File: config.mk
export PLATFORM = sky130hd
export DESIGN_NAME = rptr_handler
export DESIGN_NICKNAME = d
export VERILOG_FILES = /design/src/rtl/rptr_handler.sv
export SDC_FILE = /design/constraint.sdc
export NUM_CORES = 1
export LEC_CHECK = 0
export CAP_MARGIN = 20
export CELL_PAD_IN_SITES_DETAIL_PLACEMENT = 1
export CELL_PAD_IN_SITES_GLOBAL_PLACEMENT = 1
export CORE_MARGIN = 8
export CORE_UTILIZATION = 39
export CTS_CLUSTER_SIZE = 12
export DETAILED_ROUTE_END_ITERATION = 10
export PLACE_DENSITY = 0.79
export SLEW_MARGIN = 15
export SYNTH_ARGS = -nofsm -noshare
export SYNTH_HDL_FRONTEND = slang
export SYNTH_SLANG_ARGS = --single-unit
File: constraint.sdc
create_clock -name rclk -period 4.4 [get_ports rclk]
set_input_delay 0.88 -clock rclk [delete_from_list [all_inputs] [get_ports rclk]]
set_output_delay 0.88 -clock rclk [all_outputs]
set_load 0.02 [all_outputs]
File: src/rtl/rptr_handler.sv
// -----------------------------------------------------------------------------
// rptr_handler
//   Read-side pointer and output controller of an asynchronous FIFO. Lives
//   entirely in the read clock domain. It keeps the binary/Gray read pointers,
//   derives registered empty / almost-empty / word-count status from the
//   synchronized Gray write pointer, drives the synchronous-read memory port,
//   and presents data through a 2-entry first-word-fall-through buffer on a
//   valid/ready handshake.
//
// Ports
//   rclk        : read clock
//   rrst        : asynchronous active-high reset
//   g_wptr_sync : Gray write pointer already synchronized into rclk
//   b_rptr      : registered binary read pointer (low bits = memory address)
//   g_rptr      : registered Gray read pointer (to write-domain synchronizer)
//   mem_rd_en   : memory read strobe
//   mem_rdata   : memory read data, valid the cycle after mem_rd_en is sampled
//   empty       : registered, no unread words remain in memory
//   aempty      : registered, rcount <= AEMPTY_THRESH
//   rcount      : registered count of words in memory (excludes output buffer)
//   dout        : head word of the output buffer
//   dout_valid  : dout holds a valid word
//   dout_ready  : consumer accepts dout (pop = dout_valid & dout_ready)
// -----------------------------------------------------------------------------
module rptr_handler #(
  parameter int PTR_WIDTH     = 8,
  parameter int DATA_WIDTH    = 8,
  parameter int AEMPTY_THRESH = 4
) (
  input  logic                  rclk,
  input  logic                  rrst,
  input  logic [PTR_WIDTH:0]    g_wptr_sync,
  output logic [PTR_WIDTH:0]    b_rptr,
  output logic [PTR_WIDTH:0]    g_rptr,
  output logic                  mem_rd_en,
  input  logic [DATA_WIDTH-1:0] mem_rdata,
  output logic                  empty,
  output logic                  aempty,
  output logic [PTR_WIDTH:0]    rcount,
  output logic [DATA_WIDTH-1:0] dout,
  output logic                  dout_valid,
  input  logic                  dout_ready
);

  localparam logic [PTR_WIDTH:0] AE_THRESH = (PTR_WIDTH+1)'(AEMPTY_THRESH);

  // Gray-to-binary: bit i is the XOR of Gray bits PTR_WIDTH..i.
  function automatic logic [PTR_WIDTH:0] gray2bin(input logic [PTR_WIDTH:0] g);
    logic [PTR_WIDTH:0] b;
    b[PTR_WIDTH] = g[PTR_WIDTH];
    for (int i = PTR_WIDTH - 1; i >= 0; i--) begin
      b[i] = b[i+1] ^ g[i];
    end
    return b;
  endfunction

  // Registered state
  logic [PTR_WIDTH:0]    b_rptr_r;
  logic [PTR_WIDTH:0]    g_rptr_r;
  logic                  empty_r;
  logic                  aempty_r;
  logic [PTR_WIDTH:0]    rcount_r;
  logic [DATA_WIDTH-1:0] head_r;
  logic                  head_v_r;
  logic [DATA_WIDTH-1:0] skid_r;
  logic                  skid_v_r;
  logic                  inflight_r;

  // Combinational next-state
  logic                  pop_s;
  logic [1:0]            occ_s;
  logic [1:0]            avail_s;
  logic                  rd_en_s;
  logic [PTR_WIDTH:0]    b_rptr_next_s;
  logic [PTR_WIDTH:0]    g_rptr_next_s;
  logic [PTR_WIDTH:0]    b_wsync_s;
  logic [PTR_WIDTH:0]    rcount_next_s;
  logic [DATA_WIDTH-1:0] head_d_s;
  logic                  head_v_d_s;
  logic [DATA_WIDTH-1:0] skid_d_s;
  logic                  skid_v_d_s;

  // Read issue and pointer/status next values. occ counts buffered words plus
  // the word returning from memory; a read is issued only if, after this
  // cycle's pop, fewer than two slots are committed.
  always_comb begin
    pop_s         = head_v_r & dout_ready;
    occ_s         = {1'b0, head_v_r} + {1'b0, skid_v_r} + {1'b0, inflight_r};
    avail_s       = occ_s - {1'b0, pop_s};
    rd_en_s       = ~empty_r & (avail_s < 2'd2);
    b_rptr_next_s = b_rptr_r + {{PTR_WIDTH{1'b0}}, rd_en_s};
    g_rptr_next_s = b_rptr_next_s ^ (b_rptr_next_s >> 1);
    b_wsync_s     = gray2bin(g_wptr_sync);
    rcount_next_s = b_wsync_s - b_rptr_next_s;
  end

  // Output buffer next state. Returning data goes to head when head is free
  // (or being vacated with no skid word behind it), otherwise to skid. On a
  // pop with skid full, skid shifts to head in the same edge.
  always_comb begin
    head_d_s   = head_r;
    head_v_d_s = head_v_r;
    skid_d_s   = skid_r;
    skid_v_d_s = skid_v_r;
    if (pop_s && skid_v_r) begin
      head_d_s   = skid_r;
      head_v_d_s = 1'b1;
      if (inflight_r) begin
        skid_d_s   = mem_rdata;
        skid_v_d_s = 1'b1;
      end else begin
        skid_v_d_s = 1'b0;
      end
    end else if (pop_s) begin
      if (inflight_r) begin
        head_d_s   = mem_rdata;
        head_v_d_s = 1'b1;
      end else begin
        head_v_d_s = 1'b0;
      end
    end else if (inflight_r) begin
      if (!head_v_r) begin
        head_d_s   = mem_rdata;
        head_v_d_s = 1'b1;
      end else begin
        skid_d_s   = mem_rdata;
        skid_v_d_s = 1'b1;
      end
    end else begin
      head_v_d_s = head_v_r;
    end
  end

  // State registers. Clearing inflight on reset discards any word still
  // returning from a pre-reset read.
  always_ff @(posedge rclk or posedge rrst) begin
    if (rrst) begin
      b_rptr_r   <= '0;
      g_rptr_r   <= '0;
      empty_r    <= 1'b1;
      aempty_r   <= 1'b1;
      rcount_r   <= '0;
      head_r     <= '0;
      head_v_r   <= 1'b0;
      skid_r     <= '0;
      skid_v_r   <= 1'b0;
      inflight_r <= 1'b0;
    end else begin
      b_rptr_r   <= b_rptr_next_s;
      g_rptr_r   <= g_rptr_next_s;
      empty_r    <= (g_rptr_next_s == g_wptr_sync);
      aempty_r   <= (rcount_next_s <= AE_THRESH);
      rcount_r   <= rcount_next_s;
      head_r     <= head_d_s;
      head_v_r   <= head_v_d_s;
      skid_r     <= skid_d_s;
      skid_v_r   <= skid_v_d_s;
      inflight_r <= rd_en_s;
    end
  end

  assign b_rptr     = b_rptr_r;
  assign g_rptr     = g_rptr_r;
  assign mem_rd_en  = rd_en_s;
  assign empty      = empty_r;
  assign aempty     = aempty_r;
  assign rcount     = rcount_r;
  assign dout       = head_r;
  assign dout_valid = head_v_r;

endmodule

==> qor.yml, run 1 <==
drive_above_1_share: 0.363
r2r_slack_ps: 380
crit_required_ps: 4620
place_congestion: 0.817
path_class: "input pin to flip-flop"
ios: 59
nets: 379
ys_seq_area_frac: 0.459
cp_top_family: "simple AND/OR/NAND/NOR gates"
grt_pass1_vias: 2412
final_hold_viol_count: 0
max_cap_viol_count: 0
max_freq_ghz: 0.234
slowest_delay_ps: 280
synth_cells: 230
timing.rr.start: "dout_valid"
clk_latency_ps: 300
wl_um: 8930
synth-seq-cells: 47
finalSetupViolations: 0
cp_num_cells: 20
clock-sinks: 47
synth_top_family_by_area: "XOR/XNOR gates"
hpwl_um: 5400
ys.flop_type: "dfrtp_1"
startpoint: "dout_ready"
htree_levels: 2
place.port_buffers: 58
crit_path_end: "aempty"
fillers: 660
worstSetupEndpointType: "flip-flop"
vias: 2185
grt_overflow_total: 0
yosysUniqueCellTypes: 46
finalCritPeriodShare: 0.972
crit_arrival_ps: 4500
synthArstFlopShare: 1.00
synth_edf_count: 0
syn_area_um2: 2570
fp.dieW_um: 97.1
drtPass1Iterations: 4
drt-initial-drc-count: 47
clockBufferDepth: 2
syn_to_final_growth_pct: 57.4
synth_mux_area_frac: 0.0702
timing.slew.headroom: 0.463
initial_utilization: 0.404
start_kind: "input pin"
clk_pin_slew_worst_paths_ps: 90
yosys_warnings: 0
hold_buffers: 0
synth-xor-area-share: 0.161
die-area_um2: 9430
post_drt_wl_per_cell_um: 21.1
worst_slew_pin_slew_ps: 800
grt_util_all_layers: 0.164
synth_compound_area_frac: 0.0951
cts_tree: "done"
finalMaxSlewViolations: 0
cts_buffers: 5
viasPerCell: 5.15
path_buf_inv: 4
clock-skew-final_ps: 4.06
crit_path_max_fanout: 3
fin_util: 0.636
drc: 0
crit_path_top_delay_cell: "ha_1"
rows: 29
min-delay-path-class: "flip-flop to flip-flop"
synthSimpleGateAreaFrac: 0.106
clockRootBuffer: "clkbuf_8"
reg2regPathDepth: 19
antennaDiodeCount: 0
synth_area_per_cell_um2: 11.2
grt_pass1_wl_um: 12600
antenna_found_initial: 0
period_minus_slack_ps: 4280
die_h_um: 97.1
ant_nets: 0
status: "completed"
synthAdderAreaFrac: 0.0702
core_um2: 6350
rr_endpoint: "aempty"
cp_cell_sequence: "dlymetal6s2s_1, and2_4, ha_1, inv_1, ha_1, a21oi_2, xnor2_2, nor2_2, ha_2, and3_4, xnor2_4, ha_4, a21oi_4, buf_4, buf_4, nand4_1, o211ai_1, xnor2_2, nor4b_2, nor4b_4"
grt_max_degree: 48
synth.net_count: 263
[what timing repair did]
item                       CTS  global route
setup endpoints to repair    3             6
pin swaps                   13            20
setup buffers                6             6
resized for setup           21            26
[sequential cells by signal, summed over array words and instances, names as in the netlist]
| signal | count |
|---|---|
| rcount | 9 |
| inflight_r | 1 |
| empty | 1 |
| dout | 8 |
| aempty | 1 |
| skid_v_r | 1 |
| skid_r | 8 |
| g_rptr | 8 |
| dout_valid | 1 |
| b_rptr | 9 |
[per-layer routing]
metal | vias to the layer above | routed length, µm | GRT usage | part of all wire
li1 | 1009 | - | - | -
met1 | 1101 | 3530 | 0.183 | 0.40
met2 | 57 | 4820 | 0.296 | 0.54
met3 | 18 | 380 | 0.0391 | 0.043
met4 | 0 | 204 | 0.0521 | 0.023
met5 | - | 0 | 0 | 0
[cell families after synthesis]
group           after synthesis
compound gates               36
buf+inv                      22
flops                        47
xor+xnor                     42
fa+ha+maj                    14
simple gates                 52
mux                          17
[layout make-up]
cell class | instances | area, µm² | area share
inverter | 17 | 63.8 | 0.0158
tap | 77 | 96.3 | 0.0238
multi-input combinational | 161 | 1570 | 0.389
clock buffer | 5 | 68.8 | 0.0170
clock inverter | 3 | 43.8 | 0.0108
sequential | 47 | 1180 | 0.292
timing repair buffer | 114 | 1020 | 0.251
[Yosys cell counts, types with 4 or more instances]
library cell | count | area share
xnor2_1 | 23 | 0.078
dfrtp_1 | 45 | 0.44
a21oi_1 | 10 | 0.020
o21ai_0 | 11 | 0.021
and3_1 | 4 | 0.0097
nand3_1 | 4 | 0.0078
mux2_2 | 8 | 0.035
xor2_1 | 15 | 0.051
mux2i_1 | 9 | 0.035
ha_1 | 12 | 0.059
inv_1 | 15 | 0.022
nand2_1 | 18 | 0.026
nor3_1 | 4 | 0.0078
nor2_1 | 8 | 0.012
[worst register-to-register path: cells and delay by family, from the launching register on]
kind                       cells  cell delay (ps)
AOI/OAI and AO/OA              3              570
xor gates and xnor gates       3              390
adders and majority gates      4             1060
buffers and inverters          3              280
DFF                            1              450
and+or+nand+nor                6             1210
[placed cells by master, fill, tap and decap left out, drive strengths merged, types with 9 or more instances in the layout]
master          n
nand2          18
dfrtp          45
a21oi          10
o21ai          12
mux2i           9
inv            17
xor2           15
buf            56
xnor2          25
clkdlybuf4s50  57
ha             12
[per-stage QoR]
step	std cells	TNS [ps]	hold slack [ps]	worst slack (ps)	area, µm²
global route	424	-36.4	510	-36.4	4040
floorplan	230	0	479	34.2	2590
global placement	403	-622	460	-238	3560
CTS	417	0	493	16.0	3830
finish	424	0	484	124	4040
detailed placement	403	-1230	472	-385	3560
[worst min path at each step]
stage | cells after the start | end | from | slack (ps)
finish | 2 | dout[7] | dout[7] | 480
global route | 2 | dout[7] | dout[7] | 510
CTS | 2 | dout[7] | dout[7] | 490
detailed placement | 2 | dout[7] | dout[7] | 470
global placement | 2 | dout[1] | dout[1] | 460
floorplan | 1 | skid_r[0] | skid_r[0] | 480
Power of run 1 is left out: the tool's default activity adds up to more than one toggle a clock period on the data nets, which glitch-free logic cannot reach.
==> run 2, diff against run 1 <==
==> config.mk (replaced) <==
export PLATFORM = sky130hd
export DESIGN_NAME = rptr_handler
export DESIGN_NICKNAME = d
export VERILOG_FILES = /design/src/rtl/rptr_handler.sv
export SDC_FILE = /design/constraint.sdc
export NUM_CORES = 1
export LEC_CHECK = 0
export ABC_AREA = 1
export CAP_MARGIN = 20
export CELL_PAD_IN_SITES_DETAIL_PLACEMENT = 0
export CELL_PAD_IN_SITES_GLOBAL_PLACEMENT = 2
export CORE_MARGIN = 8
export CORE_UTILIZATION = 31
export CTS_CLUSTER_SIZE = 12
export DETAILED_ROUTE_END_ITERATION = 10
export PLACE_DENSITY = 0.78
export SLEW_MARGIN = 15
export SYNTH_ARGS = -nofsm -noshare
export SYNTH_HDL_FRONTEND = slang
export SYNTH_SLANG_ARGS = --single-unit
==> qor.yml, run 2 <==
power_density_nw_per_um2: 832
post_drt_wl_per_cell_um: 12.7
drtPass1Iterations: 4
clk_pin_slew_worst_paths_ps: 80
min-delay-path-class: "flip-flop to flip-flop"
peakVddDrop_mv: 0.232
clockBufferDepth: 2
slowest_delay_ps: 410
place_congestion: 0.762
htree_levels: 2
final_hold_viol_count: 0
path_class: "input pin to flip-flop"
synth.top_cell.area_share: 0.406
ys.flop_type: "dfrtp_1"
synth_area_per_cell_um2: 9.50
instances_no_fill: 490
clock-sinks: 47
synth-seq-cells: 47
die-area_um2: 12200
post-cts-setup-buffers: 0
grt_util_all_layers: 0.107
core_um2: 8720
initial_utilization: 0.318
rows: 34
timing.slew.headroom: 0.701
clock-skew-final_ps: 9.12
design_area_um2: 3850
synth_edf_count: 0
max_freq_ghz: 0.243
syn_area_um2: 2770
drc: 0
cp_top_family: "adder cells"
period_minus_slack_ps: 4110
crit_required_ps: 4640
yosysTopAreaCell: "dfrtp_1"
p_leak_nw: 1.83
finalCritPeriodShare: 0.935
max_cap_viol_count: 0
mostFrequentLayoutCell: "clkdlybuf4s50_1"
fp.dieW_um: 111
synthArstFlopShare: 1.00
nets: 414
path_buf_inv: 6
synth.most_common_cell: "nand2_1"
syn_to_final_growth_pct: 38.7
drt-initial-drc-count: 54
start_kind: "input pin"
viasPerCell: 4.35
drive_above_1_share: 0.277
synth_cells: 292
hpwl_um: 5160
antennaDiodeCount: 0
cts_tree: "done"
grt_overflow_total: 0
grt_pass1_wl_um: 10900
finalMaxSlewViolations: 0
worstSetupEndpointType: "flip-flop"
worst_slew_pin_slew_ps: 447
wl_um: 6240
status: "completed"
cts_buffers: 5
vias: 2133
placed_cells: 481
yosys_warnings: 0
crit_path_top_delay_cell: "clkdlybuf4s50_1"
mostFrequentLayoutCells: "clkdlybuf4s50_1 (58), nand2_1 (56), dfrtp_1 (45)"
grt_max_degree: 48
grt_pass1_vias: 2345
ant_nets: 0
ios: 59
ys_seq_area_frac: 0.425
place.port_buffers: 58
die_h_um: 111
yosysUniqueCellTypes: 39
antenna_found_initial: 0
finalSetupViolations: 0
clockRootBuffer: "clkbuf_8"
dpl-instance-area_um2: 3680
synth.net_count: 325
crit_arrival_ps: 4350
yosys-top-cells-area: "dfrtp_1 (41%), nand2_1 (7.6%), ha_1 (5.4%)"
crit_path_max_fanout: 3
clk_latency_ps: 300
synth_common_cells: "nand2_1 (56), dfrtp_1 (45), inv_1 (37), nand3_1 (18)"
## run 2: cell types whose count changed in the layout (fill, tap and decap cells not counted), moves of 9 or more
cell,before,now
buf_4,55,27
nand3_2,2,12
nand2_2,1,10
nand3_1,2,18
nand2_1,16,56
o21ai_0,11,2
inv_1,14,36
xnor2_1,15,3
## run 2: layer usage
layer / share of wire / up-vias / GRT usage
met3: 0.056 / 5 / 0.0357
met5: 0 / - / 0
met2: 0.48 / 48 / 0.184
met4: 0.0077 / 0 / 0.0243
li1: - / 1116 / -
met1: 0.45 / 964 / 0.124
## run 2: timing repair
item,4_1_cts,5_1_grt
endpoints found under the setup margin,0,5
hold buffers,0,0
gates resized for setup,0,9
## run 2: where the power goes
part	internal (mW)	total (mW)	switching (mW)
Sequential	0.647	0.757	0.110
Combinational	0.982	2.13	1.15
Clock	0.170	0.314	0.144
## run 2: cells by family after synthesis
logic type | count (synthesis) | share of synthesized area
and+or+nand+nor | 136 | 0.282
xor gates and xnor gates | 21 | 0.0880
muxes | 8 | 0.0325
buffers and inverters | 44 | 0.0609
AOI/OAI and AO/OA | 23 | 0.0505
DFF | 47 | 0.425
adders and majority gates | 13 | 0.0613
## run 2: through the flow
stage	hold slack [ps]	power, mW	TNS (ps)	utilization	worst slack [ps]
global placement	486	2.89	-66.7	0.422	-49.9
CTS	513	3.23	0	0.434	191
finish	508	3.20	0	0.441	286
floorplan	479	2.07	0	-	162
global route	528	3.51	-8.48	0.441	-8.48
detailed placement	493	2.90	-259	0.422	-105
## run 2: worst paths after layout
check | slack, ps | depth (start not counted) | to | from
setup / recovery | 290 | 25 | aempty | dout_ready
hold / removal | 510 | 1 | skid_r[4] | skid_r[4]
setup reg to reg | 840 | 24 | aempty | dout_valid
hold reg to reg | 510 | 1 | skid_r[4] | skid_r[4]
max in group asynchronous | 3010 | 3 | empty | rrst
min in group asynchronous | 840 | 2 | dout[7] | rrst
## run 2: layout make-up
type                       instances  area (µm²)
fill                             852        4870
multi-input combinational        201        1470
timing repair buffer              86         803
clock inverter                     1        30.0
inverter                          40         150
clock buffer                       7        76.3
sequential                        47        1180
tap                              108         135
Power figures use the tool's default switching activity.
==> run 3, diff against run 2 <==
--- a/config.mk
+++ b/config.mk
@@ -11,7 +11,7 @@
 export CELL_PAD_IN_SITES_GLOBAL_PLACEMENT = 2
 export CORE_MARGIN = 8
 export CORE_UTILIZATION = 31
-export CTS_CLUSTER_SIZE = 12
+export CTS_CLUSTER_SIZE = 14
 export DETAILED_ROUTE_END_ITERATION = 10
 export PLACE_DENSITY = 0.78
 export SLEW_MARGIN = 15
==> results of run 3 <==
Final layout, timing and power as in run 2 (identical DEF).
